[src/rtl/text_pkg.sv]
// Shared definitions for the text-mode pixel generator: glyph geometry,
// pipeline depth, text word layout and the 16-colour CGA palette.
package text_pkg;

  localparam int GLYPH_W  = 8;
  localparam int GLYPH_H  = 16;
  localparam int PIPE_LAT = 3;

  // Text word field positions
  localparam int CODE_LSB = 0;
  localparam int CODE_W   = 8;
  localparam int FG_LSB   = 8;
  localparam int BG_LSB   = 12;
  localparam int IDX_W    = 4;

  typedef struct packed {
    logic [IDX_W-1:0]  bg;
    logic [IDX_W-1:0]  fg;
    logic [CODE_W-1:0] code;
  } text_word_t;

  // 24-bit RGB for a 4-bit CGA palette index
  function automatic logic [23:0] palette(input logic [IDX_W-1:0] idx);
    logic [23:0] rgb;
    case (idx)
      4'd0:    rgb = 24'h000000;
      4'd1:    rgb = 24'h0000AA;
      4'd2:    rgb = 24'h00AA00;
      4'd3:    rgb = 24'h00AAAA;
      4'd4:    rgb = 24'hAA0000;
      4'd5:    rgb = 24'hAA00AA;
      4'd6:    rgb = 24'hAA5500;
      4'd7:    rgb = 24'hAAAAAA;
      4'd8:    rgb = 24'h555555;
      4'd9:    rgb = 24'h5555FF;
      4'd10:   rgb = 24'h55FF55;
      4'd11:   rgb = 24'h55FFFF;
      4'd12:   rgb = 24'hFF5555;
      4'd13:   rgb = 24'hFF55FF;
      4'd14:   rgb = 24'hFFFF55;
      default: rgb = 24'hFFFFFF;
    endcase
    return rgb;
  endfunction

endpackage

[src/rtl/text_pixel_gen_if.sv]
// Memory-side bus of the pixel generator: text buffer read port and
// font ROM read port. Both memories answer one cycle after the address.
interface text_pixel_gen_if #(
  parameter int TEXT_AW = 12
);
  logic [TEXT_AW-1:0] text_addr;
  logic [15:0]        text_data;
  logic [11:0]        font_addr;
  logic [7:0]         font_data;

  modport master (
    output text_addr,
    output font_addr,
    input  text_data,
    input  font_data
  );

  modport slave (
    input  text_addr,
    input  font_addr,
    output text_data,
    output font_data
  );
endinterface

[src/rtl/text_sync_delay.sv]
// N-stage shift register that keeps de/hs/vs aligned with a pixel
// pipeline; shared by the overlay blocks of the debug display.
module text_sync_delay #(
  parameter int N = 3,
  parameter int W = 3
) (
  input  logic         clk,
  input  logic         resetn,
  input  logic [W-1:0] d,
  output logic [W-1:0] q
);

  logic [W-1:0] stage [N];

  // Shift the timing bits one stage per pixel clock
  always_ff @(posedge clk or negedge resetn) begin
    if (!resetn) begin
      for (int i = 0; i < N; i++) stage[i] <= '0;
    end else begin
      stage[0] <= d;
      for (int i = 1; i < N; i++) stage[i] <= stage[i-1];
    end
  end

  assign q = stage[N-1];

endmodule

[src/rtl/text_pixel_gen.sv]
// Text-mode pixel generator: tracks the pixel position from the timing
// stream, fetches the text word and glyph byte, and emits palette RGB
// three cycles after the timing input, with the syncs delayed to match.
module text_pixel_gen
  import text_pkg::*;
#(
  parameter int COLS    = 80,
  parameter int ROWS    = 30,
  parameter int TEXT_AW = 12
) (
  input  logic             clk,
  input  logic             resetn,
  input  logic             vid_de,
  input  logic             vid_hs,
  input  logic             vid_vs,
  text_pixel_gen_if.master mem,
  output logic             out_de,
  output logic             out_hs,
  output logic             out_vs,
  output logic [7:0]       out_r,
  output logic [7:0]       out_g,
  output logic [7:0]       out_b
);

  localparam int PX_LIMIT = COLS * GLYPH_W;
  localparam int LN_LIMIT = ROWS * GLYPH_H;
  localparam int PX_W     = $clog2(PX_LIMIT + 1);
  localparam int LN_W     = $clog2(LN_LIMIT + 1);
  localparam logic [PX_W-1:0]    PX_MAX = PX_W'(PX_LIMIT);
  localparam logic [LN_W-1:0]    LN_MAX = LN_W'(LN_LIMIT);
  localparam logic [TEXT_AW-1:0] COLS_A = TEXT_AW'(COLS);

  logic [PX_W-1:0]    px_cnt;
  logic [LN_W-1:0]    line_cnt;
  logic [TEXT_AW-1:0] line_base;
  logic [TEXT_AW-1:0] text_addr_q;
  logic [TEXT_AW-1:0] text_addr_cur;
  logic               in_frame;
  logic               de_q;
  logic               in_window;
  logic               visible_s0;

  logic [3:0]  glyph_row_s1;
  logic [2:0]  col_s1;
  logic        visible_s1;
  text_word_t  word_s1;

  logic [3:0]  fg_s2;
  logic [3:0]  bg_s2;
  logic [2:0]  col_s2;
  logic        visible_s2;
  logic        pix_bit;
  logic [23:0] rgb_s2;
  logic [23:0] rgb_q;
  logic [2:0]  sync_q;

  // Saturating limits keep the counters from wrapping back into valid text
  assign in_window  = (px_cnt < PX_MAX) && (line_cnt < LN_MAX);
  // A vsync cycle never shows a pixel, even when de rises with it
  assign visible_s0 = vid_de && in_window && in_frame && !vid_vs;

  // Column counter: follows de, cleared during blanking
  always_ff @(posedge clk or negedge resetn) begin
    if (!resetn)                px_cnt <= '0;
    else if (!vid_de)           px_cnt <= '0;
    else if (px_cnt != PX_MAX)  px_cnt <= px_cnt + PX_W'(1);
  end

  // Line counter and text row base; vsync wins over a coincident de edge
  always_ff @(posedge clk or negedge resetn) begin
    if (!resetn) begin
      de_q      <= 1'b0;
      line_cnt  <= '0;
      line_base <= '0;
      in_frame  <= 1'b0;
    end else begin
      de_q <= vid_de;
      if (vid_vs) begin
        line_cnt  <= '0;
        line_base <= '0;
        in_frame  <= 1'b1;
      end else if (de_q && !vid_de && line_cnt != LN_MAX) begin
        line_cnt <= line_cnt + LN_W'(1);
        if (line_cnt[3:0] == 4'hF) line_base <= line_base + COLS_A;
      end
    end
  end

  // Text address tracks the pixel inside the window and holds outside it
  always_comb begin
    text_addr_cur = text_addr_q;
    if (vid_de && in_window) text_addr_cur = line_base + TEXT_AW'(px_cnt >> 3);
  end

  assign mem.text_addr = text_addr_cur;

  // Remember the last issued text address
  always_ff @(posedge clk or negedge resetn) begin
    if (!resetn) text_addr_q <= '0;
    else         text_addr_q <= text_addr_cur;
  end

  // Stage 1: carry glyph row, pixel-in-cell and visibility alongside the text read
  always_ff @(posedge clk or negedge resetn) begin
    if (!resetn) begin
      glyph_row_s1 <= '0;
      col_s1       <= '0;
      visible_s1   <= 1'b0;
    end else begin
      glyph_row_s1 <= line_cnt[3:0];
      col_s1       <= px_cnt[2:0];
      visible_s1   <= visible_s0;
    end
  end

  assign word_s1       = text_word_t'(mem.text_data);
  assign mem.font_addr = {word_s1.code, glyph_row_s1};

  // Stage 2: keep the colours and bit position while the font ROM answers
  always_ff @(posedge clk or negedge resetn) begin
    if (!resetn) begin
      fg_s2      <= '0;
      bg_s2      <= '0;
      col_s2     <= '0;
      visible_s2 <= 1'b0;
    end else begin
      fg_s2      <= word_s1.fg;
      bg_s2      <= word_s1.bg;
      col_s2     <= col_s1;
      visible_s2 <= visible_s1;
    end
  end

  // Bit 7 of the glyph byte is the leftmost pixel of the cell
  always_comb begin
    rgb_s2  = '0;
    pix_bit = mem.font_data[3'd7 - col_s2];
    if (visible_s2) rgb_s2 = palette(pix_bit ? fg_s2 : bg_s2);
  end

  // Stage 3: output colour register
  always_ff @(posedge clk or negedge resetn) begin
    if (!resetn) rgb_q <= '0;
    else         rgb_q <= rgb_s2;
  end

  assign out_r = rgb_q[23:16];
  assign out_g = rgb_q[15:8];
  assign out_b = rgb_q[7:0];

  text_sync_delay #(
    .N (PIPE_LAT),
    .W (3)
  ) u_sync_delay (
    .clk    (clk),
    .resetn (resetn),
    .d      ({vid_de, vid_hs, vid_vs}),
    .q      (sync_q)
  );

  assign {out_de, out_hs, out_vs} = sync_q;

endmodule

[src/flat_wrapper.sv]
// flat-port wrapper written by rule: the top's interface ports become plain ports
module text_pixel_gen_flat import text_pkg::*;
#(
  parameter int COLS    = 80,
  parameter int ROWS    = 30,
  parameter int TEXT_AW = 12
)
  (clk, resetn, vid_de, vid_hs, vid_vs, out_de, out_hs, out_vs, out_r, out_g, out_b, mem_text_addr, mem_font_addr, mem_text_data, mem_font_data);
  text_pixel_gen_if #(.TEXT_AW(TEXT_AW)) mem_i ();
  input  logic clk;
  input  logic resetn;
  input  logic vid_de;
  input  logic vid_hs;
  input  logic vid_vs;
  output logic out_de;
  output logic out_hs;
  output logic out_vs;
  output logic [7:0] out_r;
  output logic [7:0] out_g;
  output logic [7:0] out_b;
  output wire logic [$bits(mem_i.text_addr)-1:0] mem_text_addr;
  output wire logic [$bits(mem_i.font_addr)-1:0] mem_font_addr;
  input wire logic [$bits(mem_i.text_data)-1:0] mem_text_data;
  input wire logic [$bits(mem_i.font_data)-1:0] mem_font_data;
  assign mem_text_addr = mem_i.text_addr;
  assign mem_font_addr = mem_i.font_addr;
  assign mem_i.text_data = mem_text_data;
  assign mem_i.font_data = mem_font_data;
  text_pixel_gen #(.COLS(COLS), .ROWS(ROWS), .TEXT_AW(TEXT_AW)) u_core (.clk(clk), .resetn(resetn), .vid_de(vid_de), .vid_hs(vid_hs), .vid_vs(vid_vs), .mem(mem_i), .out_de(out_de), .out_hs(out_hs), .out_vs(out_vs), .out_r(out_r), .out_g(out_g), .out_b(out_b));
endmodule
[config.mk]
export PLATFORM = sky130hd
export DESIGN_NAME = text_pixel_gen_flat
export DESIGN_NICKNAME = d
export VERILOG_FILES = /design/src/rtl/text_pkg.sv /design/src/rtl/text_pixel_gen_if.sv /design/src/rtl/text_sync_delay.sv /design/src/rtl/text_pixel_gen.sv /design/src/flat_wrapper.sv
export SDC_FILE = /design/constraint.sdc
export NUM_CORES = 1
export LEC_CHECK = 0
export CORE_UTILIZATION = 53
export CTS_CLUSTER_DIAMETER = 60
export CTS_CLUSTER_SIZE = 28
export DETAILED_ROUTE_END_ITERATION = 10
export GPL_ROUTABILITY_DRIVEN = 0
export PLACE_DENSITY = 0.82
export SKIP_LAST_GASP = 1
export SLEW_MARGIN = 20
export SYNTH_ARGS = -nofsm -noshare
export SYNTH_HDL_FRONTEND = slang
export SYNTH_SLANG_ARGS = --single-unit
[constraint.sdc]
create_clock -name clk -period 4.74 [get_ports clk]
set_input_delay 0.948 -clock clk [delete_from_list [all_inputs] [get_ports clk]]
set_output_delay 0.948 -clock clk [all_outputs]
set_load 0.01 [all_outputs]
=== Word level (Yosys, flattened, before mapping) ===
Memory sizes are Yosys's and may differ from the RTL's.
Index checks and enable logic that the tools add are counted.
W data, S select, Z words.

* Bits of input ports: 29
* Memory bits (read-only): 384
* Memories kept: 1
* Register bits: 98
* Output and inout bits: 51

{| class="wikitable"
|+ Memories
! name !! words !! bits a word !! rd ports !! clocked after Yosys merged registers in !! wr ports !! RTL line !! RTL
|-
| (no name shown) || 16 || 24 || 1 || 0 || 0 || text_pkg.sv:25 || <nowiki>case (idx)</nowiki>
|}

* Add/sub/neg operators: 5
* $lt $le $gt $ge: 3
* Multiplexer cells: 12
* Reduce and logical (&&, ||, !) cells: 11
* Eq/ne operators: 4

{| class="wikitable"
|+ Operator list
! kind !! number
|-
| $mux W12 || 4
|-
| $mux W24 || 1
|-
| $mux W10 || 2
|-
| $mux W9 || 2
|-
| $add A12 B7 Y12 || 1
|-
| $add A12 B7 Y12 const B || 1
|-
| $add A10 B1 Y10 const B || 1
|-
| $lt A10 B10 Y1 const B || 1
|-
| $ne A10 B10 Y1 const B || 1
|-
| $add A9 B1 Y9 const B || 1
|-
| $lt A9 B9 Y1 const B || 1
|-
| $ne A9 B9 Y1 const B || 1
|-
| $logic_and A1 B1 Y1 || 6
|-
| $eq A4 B4 Y1 const B || 1
|-
| $lt A3 B4 Y1 const B || 1
|-
| $mux W4 || 1
|-
| $reduce_bool A2 Y1 || 2
|-
| $bmux W1 S3 || 1
|-
| $sub A3 B3 Y3 const A || 1
|-
| $logic_not A1 Y1 || 2
|-
| $ne A2 B1 Y1 const B || 1
|-
| $reduce_and A2 Y1 || 1
|-
| $mux W1 || 1
|}

=== Logic depth before layout (Yosys ltp) ===
Gate-level depths: netlist (run 1).
An unclocked memory read counts as a cell.

* Depth after elaboration: 6
* Gate-level depth with buffers: 6
* Mapped depth without buffers: 6

=== By module ===
A second synthesis (run 1) with hierarchy kept.

* Cell total of the unflattened synthesis: 280
* Area, all modules: 3294.4 um^2

{| class="wikitable"
|+ Modules (own cells, without submodules)
! module !! cells an instance !! times used !! area each (um^2) !! sequential area each (um^2)
|-
| text_pixel_gen || 268 || 1 || 3046.7 || 1651.6
|-
| text_sync_delay || 12 || 1 || 247.7 || 225.2
|}

=== Worst setup path after synthesis (run 1) ===
Ideal clock, no wire load.

* Path type: input to output
* From: input vid_de
* To: output mem_text_addr[2]
* Data required time: 3.792 ns
* Arrival: 1.713 ns
* Setup slack: 2.079 ns
* Stages: 3
* Path through: nand3b_1 -> clkbuf_1 -> mux2_2

* Longest elaborated chain between the ends: 2

{| class="wikitable"
|+ Ends and longest elaborated chain
! what !! RTL line !! RTL
|-
| start: declaration || flat_wrapper.sv:12 || <nowiki>input logic vid_de;</nowiki>
|-
| $logic_and A1 B1 Y1 || text_pixel_gen.sv:92 || <nowiki>if (vid_de && in_window) text_addr_cur = line_base + TEXT_AW'(px_cnt >> 3);</nowiki>
|-
| $mux W12 || text_pixel_gen.sv:92 ||
|-
| end: declaration || flat_wrapper.sv:21 || <nowiki>output wire logic [$bits(mem_i.text_addr)-1:0] mem_text_addr;</nowiki>
|}

No other way between the ends.

=== Final worst setup path (run 1) ===
* From: input vid_de
* To: output mem_text_addr[7]

Same word-level chain as after synthesis.

==> results.ini, run 1 <==
[status]
status = completed

[final_layout]
syn_to_final_growth_pct = 23.1
multi_input_area_sq_mm = 0.00115
mostFrequentLayoutCells = dfrtp_1, clkdlybuf4s50_1, xnor2_1, nor2_1, nand2_1
seq_area_sq_mm = 0.00185
drive_above_1_share_pct = 8.59
nFillCells = 427
n_antenna_cell = 0
nets = 358
layout.cells.non_filler = 401
final_common_cell = dfrtp_1

[synthesis]
synth_area_leader_cell = dfrtp_1
yosys_warnings = 0
synth_top_family_by_area = simple AND/OR/NAND/NOR gates
synth-seq-cells = 74
ys_seq_area_share_pct = 56.9
synth.avg_cell_area_sq_um = 11.7
synth-edff-count = 0
synth_xor_area_share_pct = 6.99
synthCells = 278
synth_compound_area_share_pct = 4.76
synthTopCellsByArea = dfrtp_1, xnor2_1, buf_4
yosysTopAreaCellShare_pct = 56.9
synth_area_sq_mm = 0.00326
synthArstFlopShare_pct = 100
synth.net_count = 315
ys.flop_type = dfrtp_1
synth.distinct_cells = 36
muxShareOfSynthArea_pct = 5.92
synth_adder_area_share_pct = 3.07
yosys.area_share.simple_pct = 14.7

[global_routing]
grt_pass1_wl_microns = 9240
track_usage_pct = 19.2
overflow = 0
grt_max_degree = 75
antenna_found_initial = 0
grt_pass1_vias = 2035

[critical_path]
worstSetupStartpointType = input port
cp_top_family = buffers and inverters
crit_chain = clkdlybuf4s50_1 > buf_4 > nand3b_1 > buf_4 > o31ai_1 > clkdlybuf4s50_1
worst_path_largest_cell_delay_ns = 0.60
crit_type = in2out
crit_path_end_kind = primary output
arrival_ns = 2.82
worst_path_max_delay_cell = clkdlybuf4s50_1
worstPathMaxFanout = 21
path_buf_inv = 4
worstPathRequired_ns = 3.79

[route]
vias = 2115
post_drt_via_cell_ratio = 5.27
remaining_drc_errors = 0
wl_microns = 5560
drtIter0Drc = 111
firstDrtPassIters = 4
antenna_left = 0
routedWlPerCell_microns = 13.9

[cts]
cts_buffer_depth = 2
cts_buffers = 9
clk_pin_slew_worst_paths_ns = 0.08
htree_levels = 3
cts_tree = done
clk_latency_ns = 0.34
post_cts_buffers = 0
cts-resized-gates = 0
clockRootBuffer = clkbuf_8
cts.sink_count = 74
cts_hold_buf = 0

[timing]
worst_pin_slew_ns = 0.889
hold_viol = 0
layout_worst_path_cycle_share_pct = 79.6
fin_setup_tns_ns = 0
setup_violations = 0
holdWs_ns = 0.351
drv_slew = 0
fmax_ghz = 0.265
clock_skew_ns = 0.0108
period_needed_ns = 3.77
rsz0062_at_grt = false
relSlewSlack_pct = 40.8

[min_path]
hold_class = reg2reg

[floorplan]
row_count = 28
fp.dieW_microns = 80.4
dieArea_sq_mm = 0.00646
coreArea_sq_mm = 0.00592
die_h_microns = 80.4
io_pins = 80
start_util_pct = 55.0

[power]
power.density_mw_per_mm2 = 337
vdd_drop_max_mv = 0.215
total_leakage_power_nw = 1.72

[placed_design]
io_buffers = 63
dpl.hpwl_microns = 3960
dp.cells = 385

[job]
maxCapViolations = 0

==> worst paths after layout <==
path	slack (ns)	startpoint	endpoint	depth (start not counted)
hold / removal	0.35	u_core.u_sync_delay.stage[4]	u_core.u_sync_delay.q[1]	0
min in group asynchronous	0.71	resetn	u_core.line_cnt[3]	1
max in group asynchronous	3.43	resetn	u_core.glyph_row_s1[3]	1
hold reg to reg	0.35	u_core.u_sync_delay.stage[4]	u_core.u_sync_delay.q[1]	0
setup / recovery	0.97	vid_de	mem_text_addr[7]	6
setup reg to reg	2.75	u_core.px_cnt[8]	u_core.text_addr_q[8]	5
==> cell families after synthesis <==
| family | Yosys count |
|---|---|
| compound gates | 27 |
| xor+xnor | 26 |
| fa+ha+maj | 8 |
| buf+inv | 40 |
| flops | 74 |
| mux | 14 |
| simple gates | 89 |
==> state kept, by name, indices dropped and copies added, names as in the netlist <==
name,cells
u_core.line_cnt,9
u_core.col_s2,3
u_core.col_s1,3
u_core.u_sync_delay.stage,5
u_core.visible_s2,1
u_core.text_addr_q,12
u_core.in_frame,1
u_core.fg_s2,4
u_core.rgb_q,5
u_core.u_sync_delay.q,3
u_core.visible_s1,1
u_core.glyph_row_s1,4
u_core.bg_s2,4
u_core.de_q,1
u_core.px_cnt,10
u_core.line_base,8
==> cell type report <==
type	instances	area share, %
Clock buffer	9	3.09
Clock inverter	7	2.93
Inverter	7	0.655
Multi-Input combinational cell	164	28.8
Sequential cell	74	46.2
Tap cell	75	2.34
Timing Repair Buffer	65	16.0
==> metrics by stage <==
step	power, mW	utilization (%)	setup slack, ns	cell area, sq um
2_1_floorplan	0.738	-	2.08	3260
3_3_place_gp	0.781	63.7	1.04	3770
3_5_place_dp	0.786	63.7	0.958	3770
4_1_cts	1.36	67.7	0.954	4010
5_1_grt	1.40	67.7	0.851	4010
6_report	1.35	67.7	0.968	4010
==> cells in the mapped netlist, types with 4 or more instances <==
| cell type | instances |
|---|---|
| ha_1 | 8 |
| clkbuf_1 | 6 |
| dfrtp_1 | 74 |
| a21oi_1 | 6 |
| xnor2_1 | 26 |
| nand2b_1 | 4 |
| inv_1 | 7 |
| nor3b_1 | 4 |
| and2_1 | 8 |
| mux2i_1 | 5 |
| nor2_1 | 23 |
| mux2_2 | 6 |
| nand2_1 | 18 |
| nor3_1 | 5 |
| o21ai_0 | 14 |
| buf_4 | 27 |
==> routing by layer <==
metal	share of wire (%)	wire, microns	GRT usage, %	up-vias
li1	-	-	-	1003
met2	48	2690	31.6	67
met5	0	0	0	-
met4	2.4	132	11.1	0
met1	44	2470	23.7	1031
met3	4.8	266	3.52	14
==> power breakdown <==
group / internal, mW / total (mW) / switching, mW
Combinational: 0.0599 / 0.108 / 0.0477
Clock: 0.349 / 0.582 / 0.232
Sequential: 0.650 / 0.664 / 0.0138
Total: 1.06 / 1.35 / 0.294
No activity file was read; power rests on OpenSTA's default activity.
==> run 2: changes to the inputs <==
CORE_UTILIZATION = 49   (was 53)
PLACE_DENSITY = 0.76   (was 0.82)
clock period = 3.76 ns   (was 4.74 ns; I/O delays follow)
==> results.ini, run 2 (synthesis results as in run 1) <==
[status]
status = completed  ; unchanged

[critical_path]
rr_worst_depth = 4  ; was 5
arrival_ns = 2.77  ; was 2.82 ns
crit_path_end_kind = primary output  ; unchanged
worstSetupStartpointType = flop  ; was input port
rr_endpoint = u_core.line_base[10]  ; was u_core.text_addr_q[8]
crit_type = reg2out  ; was in2out
worstPathMaxFanout = 5  ; was 21
cp-startpoint = u_core.px_cnt[8]  ; was vid_de
worstPathRequired_ns = 3.01  ; was 3.79 ns
r2r-start = u_core.line_cnt[2]  ; was u_core.px_cnt[8]
r2r_slack_ns = 1.77  ; was 2.75 ns

[floorplan]
io_pins = 80  ; unchanged
dieArea_sq_mm = 0.00698  ; was 0.00646 sq mm
die_h_microns = 83.5  ; was 80.4 microns
row_count = 29  ; was 28
fp.dieW_microns = 83.5  ; was 80.4 microns
coreArea_sq_mm = 0.00639  ; was 0.00592 sq mm
start_util_pct = 51.0  ; was 55.0%

[power]
power.density_mw_per_mm2 = 425  ; was 337 mW/mm^2
vdd_drop_max_mv = 0.220  ; was 0.215 mV
total_leakage_power_nw = 1.72  ; about the same

[cts]
clk_latency_ns = 0.35  ; was 0.34 ns
cts_hold_buf = 0  ; unchanged
cts_buffer_depth = 2  ; unchanged
clockRootBuffer = clkbuf_8  ; unchanged
htree_levels = 3  ; unchanged
cts_tree = done  ; unchanged
cts-resized-gates = 0  ; unchanged
clk_pin_slew_worst_paths_ns = 0.08  ; about the same
cts.sink_count = 74  ; unchanged
post_cts_buffers = 0  ; unchanged
cts_buffers = 9  ; unchanged

[final_layout]
nets = 359  ; was 358
final_common_cell = dfrtp_1  ; unchanged
drive_above_1_share_pct = 8.56  ; was 8.59%
multi_input_area_sq_mm = 0.00115  ; unchanged
n_antenna_cell = 0  ; unchanged
syn_to_final_growth_pct = 23.5  ; was 23.1%
largest_reg_flops = 12  ; unchanged
largest_register = u_core.text_addr_q  ; unchanged
layout.cells.non_filler = 404  ; was 401
mostFrequentLayoutCells = dfrtp_1, clkdlybuf4s50_1, xnor2_1, nor2_1, nand2_1  ; unchanged
seq_area_sq_mm = 0.00185  ; unchanged
reg_top3 = u_core.text_addr_q (12), u_core.px_cnt (10), u_core.line_cnt (9)  ; unchanged
nFillCells = 495  ; was 427

[timing]
setup_violations = 0  ; unchanged
rsz0062_at_grt = false  ; unchanged
fmax_ghz = 0.284
layout_worst_path_cycle_share_pct = 93.6
fin_setup_tns_ns = 0  ; unchanged
drv_slew = 0  ; unchanged
clock_skew_ns = 0.00584  ; was 0.0108 ns
hold_viol = 0  ; unchanged
fin_ws_ns = 0.241  ; was 0.968 ns
worst_pin_slew_ns = 0.894  ; was 0.889 ns
period_needed_ns = 3.52
relSlewSlack_pct = 40.4  ; was 40.8%

[min_path]
holdPathStages = 0  ; unchanged
min-delay-start = u_core.u_sync_delay.stage[6]  ; was u_core.u_sync_delay.stage[4]
hold_class = reg2reg  ; unchanged
min_to = u_core.u_sync_delay.stage[3]  ; was u_core.u_sync_delay.q[1]

[job]
maxCapViolations = 0  ; unchanged

[route]
post_drt_via_cell_ratio = 5.18  ; was 5.27
remaining_drc_errors = 0  ; unchanged
vias = 2093  ; was 2115
wl_microns = 5690  ; was 5560 microns
routedWlPerCell_microns = 14.1  ; was 13.9 microns
drtIter0Drc = 86  ; was 111
antenna_left = 0  ; unchanged
firstDrtPassIters = 4  ; unchanged

[global_routing]
grt_pass1_vias = 2138  ; was 2035
overflow = 0  ; unchanged
track_usage_pct = 18.2  ; was 19.2%
grt_max_degree = 75  ; unchanged
antenna_found_initial = 0  ; unchanged
grt_pass1_wl_microns = 9830  ; was 9240 microns

[placed_design]
dpl.hpwl_microns = 3900  ; was 3960 microns
io_buffers = 63  ; unchanged
post-place-ws_ns = 0.557  ; was 0.958 ns
dp.cells = 388  ; was 385

-- run 2: cell types whose count changed in the layout (fill, tap and decap cells not counted), sizes merged --
cell      before  now
clkinv         4    2
buf            3    4
clkinvlp       0    1
clkbuf         9   10
-- run 2: critical path, stage by stage, from the launching register on --
cell and delay [ns]:
dfrtp_1 0.43, ha_1 0.33, a211oi_1 0.49, nor2_1 0.15, o31ai_1 0.40, clkdlybuf4s50_1 0.62
-- run 2: per-stage QoR --
step	cell area, sq um	hold WS (ns)	utilization (%)	total power, mW
floorplan	3260	0.331	-	0.930
global placement	3780	0.335	59.2	0.986
detailed placement	3780	0.336	59.2	0.990
CTS	4020	0.355	63.0	1.73
global route	4020	0.361	63.0	1.77
finish	4020	0.352	63.0	1.71
-- run 2: layer usage --
metal / global-route usage, % / wire, microns
met1: 22.6 / 2500
met2: 28.8 / 2730
met3: 4.06 / 307
met4: 11.6 / 155
met5: 0 / 0
-- run 2: how the worst max path moves through the flow --
stage | cells after the start | slack, ns | end
after floorplan | 5 | 1.32 | mem_text_addr[8]
after global placement | 5 | 0.62 | mem_text_addr[9]
after detailed placement | 5 | 0.56 | mem_text_addr[11]
after CTS | 6 | 0.24 | mem_text_addr[10]
after global routing | 6 | 0.01 | mem_text_addr[8]
final | 5 | 0.24 | mem_text_addr[7]
-- run 2: power by group --
part / switching, mW / internal [mW]
Clock: 0.294 / 0.443
Sequential: 0.0170 / 0.819
Combinational: 0.0608 / 0.0762
Total: 0.372 / 1.34
-- run 2: final cells by class --
cell class | count | area share [%]
Sequential cell | 74 | 46.0
Multi-Input combinational cell | 164 | 28.7
Timing Repair Buffer | 66 | 16.2
Clock buffer | 10 | 3.17
Clock inverter | 6 | 2.86
Tap cell | 77 | 2.40
Inverter | 7 | 0.653
